==> src/rtl/logic_unit_pkg.sv <==
// Shared operation encoding and per-bit operator for the logic unit pipeline.
package logic_unit_pkg;

  localparam int OP_W = 3;

  typedef enum logic [OP_W-1:0] {
    OP_NOT_A  = 3'd0,
    OP_AND    = 3'd1,
    OP_OR     = 3'd2,
    OP_XOR    = 3'd3,
    OP_NAND   = 3'd4,
    OP_NOR    = 3'd5,
    OP_XNOR   = 3'd6,
    OP_PASS_A = 3'd7
  } op_e;

  function automatic logic bit_op(input op_e op, input logic a, input logic b);
    logic r;
    case (op)
      OP_NOT_A:  r = ~a;
      OP_AND:    r = a & b;
      OP_OR:     r = a | b;
      OP_XOR:    r = a ^ b;
      OP_NAND:   r = ~(a & b);
      OP_NOR:    r = ~(a | b);
      OP_XNOR:   r = ~(a ^ b);
      OP_PASS_A: r = a;
      default:   r = a;
    endcase
    return r;
  endfunction

endpackage

==> src/rtl/logic_unit_alu.sv <==
// Purely combinational bitwise operator; each result bit depends only on the
// same bit of a and b, so there is no carry or sign behaviour.
module logic_unit_alu
  import logic_unit_pkg::*;
#(
  parameter int WIDTH = 8
) (
  input  logic [OP_W-1:0]  op,
  input  logic [WIDTH-1:0] a,
  input  logic [WIDTH-1:0] b,
  output logic [WIDTH-1:0] result
);

  for (genvar gi = 0; gi < WIDTH; gi++) begin : g_bit
    assign result[gi] = bit_op(op_e'(op), a[gi], b[gi]);
  end

endmodule

==> src/rtl/logic_unit_pipe.sv <==
// Two-stage valid/ready bitwise logic unit with saturating completion counter.
// Define LOGIC_UNIT_PARITY_EN to add the registered y_parity output.
module logic_unit_pipe
  import logic_unit_pkg::*;
#(
  parameter int WIDTH = 8,
  parameter int CNT_W = 16
) (
  input  logic             clk,
  input  logic             rst_n,
  input  logic             in_valid,
  output logic             in_ready,
  input  logic [OP_W-1:0]  op,
  input  logic [WIDTH-1:0] a,
  input  logic [WIDTH-1:0] b,
  output logic             out_valid,
  input  logic             out_ready,
  output logic [WIDTH-1:0] y,
  output logic [CNT_W-1:0] txn_count
`ifdef LOGIC_UNIT_PARITY_EN
  ,
  output logic             y_parity
`endif
);

  logic [WIDTH-1:0] alu_result;
  logic [WIDTH-1:0] s1_data_reg;
  logic [WIDTH-1:0] s2_data_reg;
  logic             s1_valid_reg;
  logic             s2_valid_reg;
  logic [CNT_W-1:0] cnt_reg;
  logic [CNT_W-1:0] cnt_next;
  logic             s1_load;
  logic             s2_load;
  logic             in_fire;
  logic             out_fire;

  logic_unit_alu #(.WIDTH(WIDTH)) u_alu (
    .op     (op),
    .a      (a),
    .b      (b),
    .result (alu_result)
  );

  // Load enables depend only on stage valids and out_ready, never on in_valid.
  assign s2_load  = !s2_valid_reg || out_ready;
  assign s1_load  = !s1_valid_reg || s2_load;
  assign in_ready = s1_load;
  assign in_fire  = in_valid && s1_load;
  assign out_fire = s2_valid_reg && out_ready;

  always_ff @(posedge clk or negedge rst_n) begin
    if (!rst_n) begin
      s1_valid_reg <= 1'b0;
      s1_data_reg  <= '0;
    end else begin
      if (s1_load) s1_valid_reg <= in_valid;
      if (in_fire) s1_data_reg  <= alu_result;
    end
  end

  // S2 data only changes when a real beat moves in, so y keeps the last
  // accepted result while the pipeline is empty.
  always_ff @(posedge clk or negedge rst_n) begin
    if (!rst_n) begin
      s2_valid_reg <= 1'b0;
      s2_data_reg  <= '0;
    end else begin
      if (s2_load)                 s2_valid_reg <= s1_valid_reg;
      if (s2_load && s1_valid_reg) s2_data_reg  <= s1_data_reg;
    end
  end

  always_comb begin
    cnt_next = cnt_reg;
    if (out_fire && (cnt_reg != {CNT_W{1'b1}})) cnt_next = cnt_reg + CNT_W'(1);
  end

  always_ff @(posedge clk or negedge rst_n) begin
    if (!rst_n) cnt_reg <= '0;
    else        cnt_reg <= cnt_next;
  end

  assign out_valid = s2_valid_reg;
  assign y         = s2_data_reg;
  assign txn_count = cnt_reg;

`ifdef LOGIC_UNIT_PARITY_EN
  logic parity_reg;

  always_ff @(posedge clk or negedge rst_n) begin
    if (!rst_n)                       parity_reg <= 1'b0;
    else if (s2_load && s1_valid_reg) parity_reg <= ^s1_data_reg;
  end

  assign y_parity = parity_reg;
`endif

endmodule
==> config.mk <==
export PLATFORM = sky130hd
export DESIGN_NAME = logic_unit_pipe
export DESIGN_NICKNAME = d
export VERILOG_FILES = /design/src/rtl/logic_unit_pkg.sv /design/src/rtl/logic_unit_alu.sv /design/src/rtl/logic_unit_pipe.sv
export SDC_FILE = /design/constraint.sdc
export NUM_CORES = 1
export LEC_CHECK = 0
export ABC_AREA = 0
export CAP_MARGIN = 20
export CORE_MARGIN = 1
export CORE_UTILIZATION = 55
export CTS_BUF_LIST = sky130_fd_sc_hd__clkbuf_4 sky130_fd_sc_hd__clkbuf_8
export CTS_CLUSTER_DIAMETER = 100
export DETAILED_ROUTE_END_ITERATION = 8
export GPL_ROUTABILITY_DRIVEN = 0
export PLACE_DENSITY = 0.95
export SLEW_MARGIN = 25
export SYNTH_ARGS = -nofsm -noshare
export SYNTH_HDL_FRONTEND = slang
export SYNTH_SLANG_ARGS = --single-unit
==> constraint.sdc <==
create_clock -name clk -period 3.82 [get_ports clk]
set_clock_uncertainty 0.1 [all_clocks]
set_input_delay 0.573 -clock clk [delete_from_list [all_inputs] [get_ports clk]]
set_output_delay 0.573 -clock clk [all_outputs]
set_load 0.02 [all_outputs]
==> qor.yml <==
syn2layout_area_growth_pct: 27.16
clockBufferDepth: 2
mappedNetlistArea_sq_mm: 0.002276
critPathMaxStageDelay_ps: 630
path_class: "in -> out"
h-tree-depth: 2
worstPathCellList: "clkdlybuf4s50_1 > nand3b_1 > clkdlybuf4s50_1"
violations: "design-rule violations"
finalCritPeriodShare_pct: 68.82
grt.overflow.total: 0
cts_root_buffer: "clkbuf_8"
crit_path_end_kind: "primary output"
ir_drop_mv: 0.1744
boundaryPins: 49
tns_ps: 0
period_needed_ps: 2629
drv_cap: 0
synth_edf_count: 0
p_per_area_mw_per_mm2: 436.7
largest_reg_flops: 16
ys_seq_area_share_pct: 37.38
rsz0062_at_grt: "no"
antenna_found_initial: 0
p_total_mw: 1.264
drcViolationCount: 2
grt_max_degree: 35
critPathMostFrequentCell: "clkdlybuf4s50_1"
synthFlopType: "dfrtp_1"
status: "finished, violations left"
fp-row-count: 23
cp_slowest_cell: "clkdlybuf4s50_1"
max_freq_mhz: 380.4
start_util_pct: 56.90
drtAntennaViolNets: 0
core_sq_mm: 0.004000
numCtsBuffers: 5
cts.sinks: 34
yosys_warnings: 0
cellLeakagePower_nw: 1.303
die_area_sq_mm: 0.004399
drt-pass1-iter-count: 6
syn_nets: 278
grt_pass1_vias: 1876
cp_max_fo: 6
clk_pin_slew_worst_paths_ps: 70
clk_latency_ps: 280
antenna_cells: 0
cts_setup_buffers: 0
worstHoldPathType: "reg -> reg"
drt-initial-drc-count: 119
place_hpwl_mm: 3.764
slew_headroom_pct: 40.84
ys_seq_elements: 34
die_width_um: 66.33
layout-drive-gt1-share_pct: 9.825
worst_slew_pin_slew_ps: 880.6
rrSetupSlack_ps: 1990
cts_tree: "built"
cts_resized: 0
ys_types: 38
die_y_um: 66.33
port_buffers: 48
viasPerCell: 5.839
wl_per_cell_um: 14.83
grt_pass1_wl_mm: 8.493
cts_hold_buf: 0
vias: 1956
start_kind: "input pin"
fin_nets: 324
synth_area_per_cell_sq_um: 9.563
crit_required_ps: 3150
slew_viol_final: 0
async_flop_share_pct: 100.0
finalSetupViolations: 0
finalHoldViolCount: 0
wl_mm: 4.968
netlist_instances: 238
grt_usage_pct: 25.37
cp.arrival_ps: 1960
==> stage by stage <==
| stage | util, % | hold slack, ps | cells | area [sq um] | setup WS [ps] |
|---|---|---|---|---|---|
| finish | 72.35 | 380.6 | 335 | 2894 | 1191 |
| global route | 72.35 | 406.0 | 335 | 2894 | 1049 |
| CTS | 72.35 | 381.9 | 335 | 2894 | 1190 |
| detailed placement | 69.50 | 367.0 | 327 | 2780 | 1014 |
| global placement | 69.50 | 360.9 | 327 | 2780 | 1122 |
| floorplan | - | 177.4 | 238 | 2276 | 1994 |
==> layer usage <==
layer  GRT usage [%]  wire length (um)  up-vias
met5               0                 0        -
met4           9.043                45        0
met3           6.207               224        6
met2           43.37              2534       72
met1           30.74              2164      931
li1                -                 -      947
==> power by group <==
part,leakage [nW],switching (mW),internal (mW)
registers,0.431,0.0665,0.434
clock network,0.0593,0.122,0.209
logic,0.812,0.211,0.221
total,1.30,0.400,0.864
==> worst max-delay path: cells and delay by family <==
family	cells	cell delay, ps
buffers and inverters	2	1190
AND/OR/NAND/NOR	1	190
==> worst paths after layout <==
check,start,to,cells past startpoint
setup / recovery,out_ready,in_ready,3
max in group asynchronous,rst_n,txn_count[9]$_DFFE_PN0P_,2
hold / removal,s1_data_reg[7]$_DFFE_PN0P_,s1_data_reg[7]$_DFFE_PN0P_,2
setup reg to reg,txn_count[0]$_DFFE_PN0P_,txn_count[10]$_DFFE_PN0P_,5
min in group asynchronous,rst_n,txn_count[2]$_DFFE_PN0P_,2
hold reg to reg,s1_data_reg[7]$_DFFE_PN0P_,s1_data_reg[7]$_DFFE_PN0P_,2
==> cells in the mapped netlist (3+ instances only) <==
library cell / n / area, sq um
a211oi_1: 4 / 30.03
buf_2: 7 / 35.03
o32ai_1: 4 / 35.03
nand4_1: 6 / 37.54
o22ai_1: 4 / 25.02
dfrtp_1: 34 / 850.8
mux2_2: 9 / 101.4
o21ai_0: 14 / 70.07
a21o_1: 8 / 60.06
xnor2_1: 12 / 105.1
a21oi_1: 5 / 25.02
a221oi_1: 6 / 52.55
inv_1: 21 / 78.83
nor2b_1: 6 / 37.54
and3_1: 4 / 25.02
ha_1: 17 / 212.7
o211ai_1: 3 / 22.52
nand2b_1: 9 / 56.30
nand2_1: 19 / 71.32
or3b_2: 4 / 35.03
mux2i_1: 6 / 60.06
nand3_1: 9 / 45.04
nor3_1: 5 / 25.02
==> cells by family (layout without fill, tap and decap cells) <==
kind of cell | count (synthesis) | in the layout | share of synthesized area, %
buffers and inverters | 32 | 79 | 5.828
AND/OR/NAND/NOR | 70 | 70 | 17.37
adder cells (fa/ha/maj) | 17 | 17 | 9.346
multiplexers | 17 | 17 | 8.411
flip-flops | 34 | 34 | 37.38
XOR/XNOR | 13 | 13 | 5.003
AO/OA/AOI/OAI | 55 | 55 | 16.66
==> cell usage in the layout (no fill, tap or decap), types with 2 or more instances in the layout <==
master / instances
a211oi_1: 4
a21boi_0: 2
a21o_1: 8
a21oi_1: 5
a221oi_1: 6
and3_1: 4
and4_1: 2
buf_4: 2
clkbuf_4: 2
clkbuf_8: 5
clkdlybuf4s50_1: 48
dfrtp_1: 34
ha_1: 17
inv_1: 21
mux2_2: 9
mux2_4: 2
mux2i_1: 6
nand2_1: 19
nand2b_1: 9
nand3_1: 9
nand4_1: 6
nor2_1: 2
nor2b_1: 6
nor3_1: 5
o2111ai_1: 2
o211ai_1: 3
o21ai_0: 14
o221ai_1: 2
o22ai_1: 4
o32ai_1: 4
or3b_2: 4
xnor2_1: 12
==> cell type report <==
cell class	instances	area [sq um]
clock buffers	7	83.83
repair buffers	50	495.5
multi-input cells	172	1292
well taps	50	62.56
inverters	21	78.83
flip-flops and latches	34	850.8
fillers	302	1106
clock inverters	1	30.03
Power figures use the tool's default switching activity.
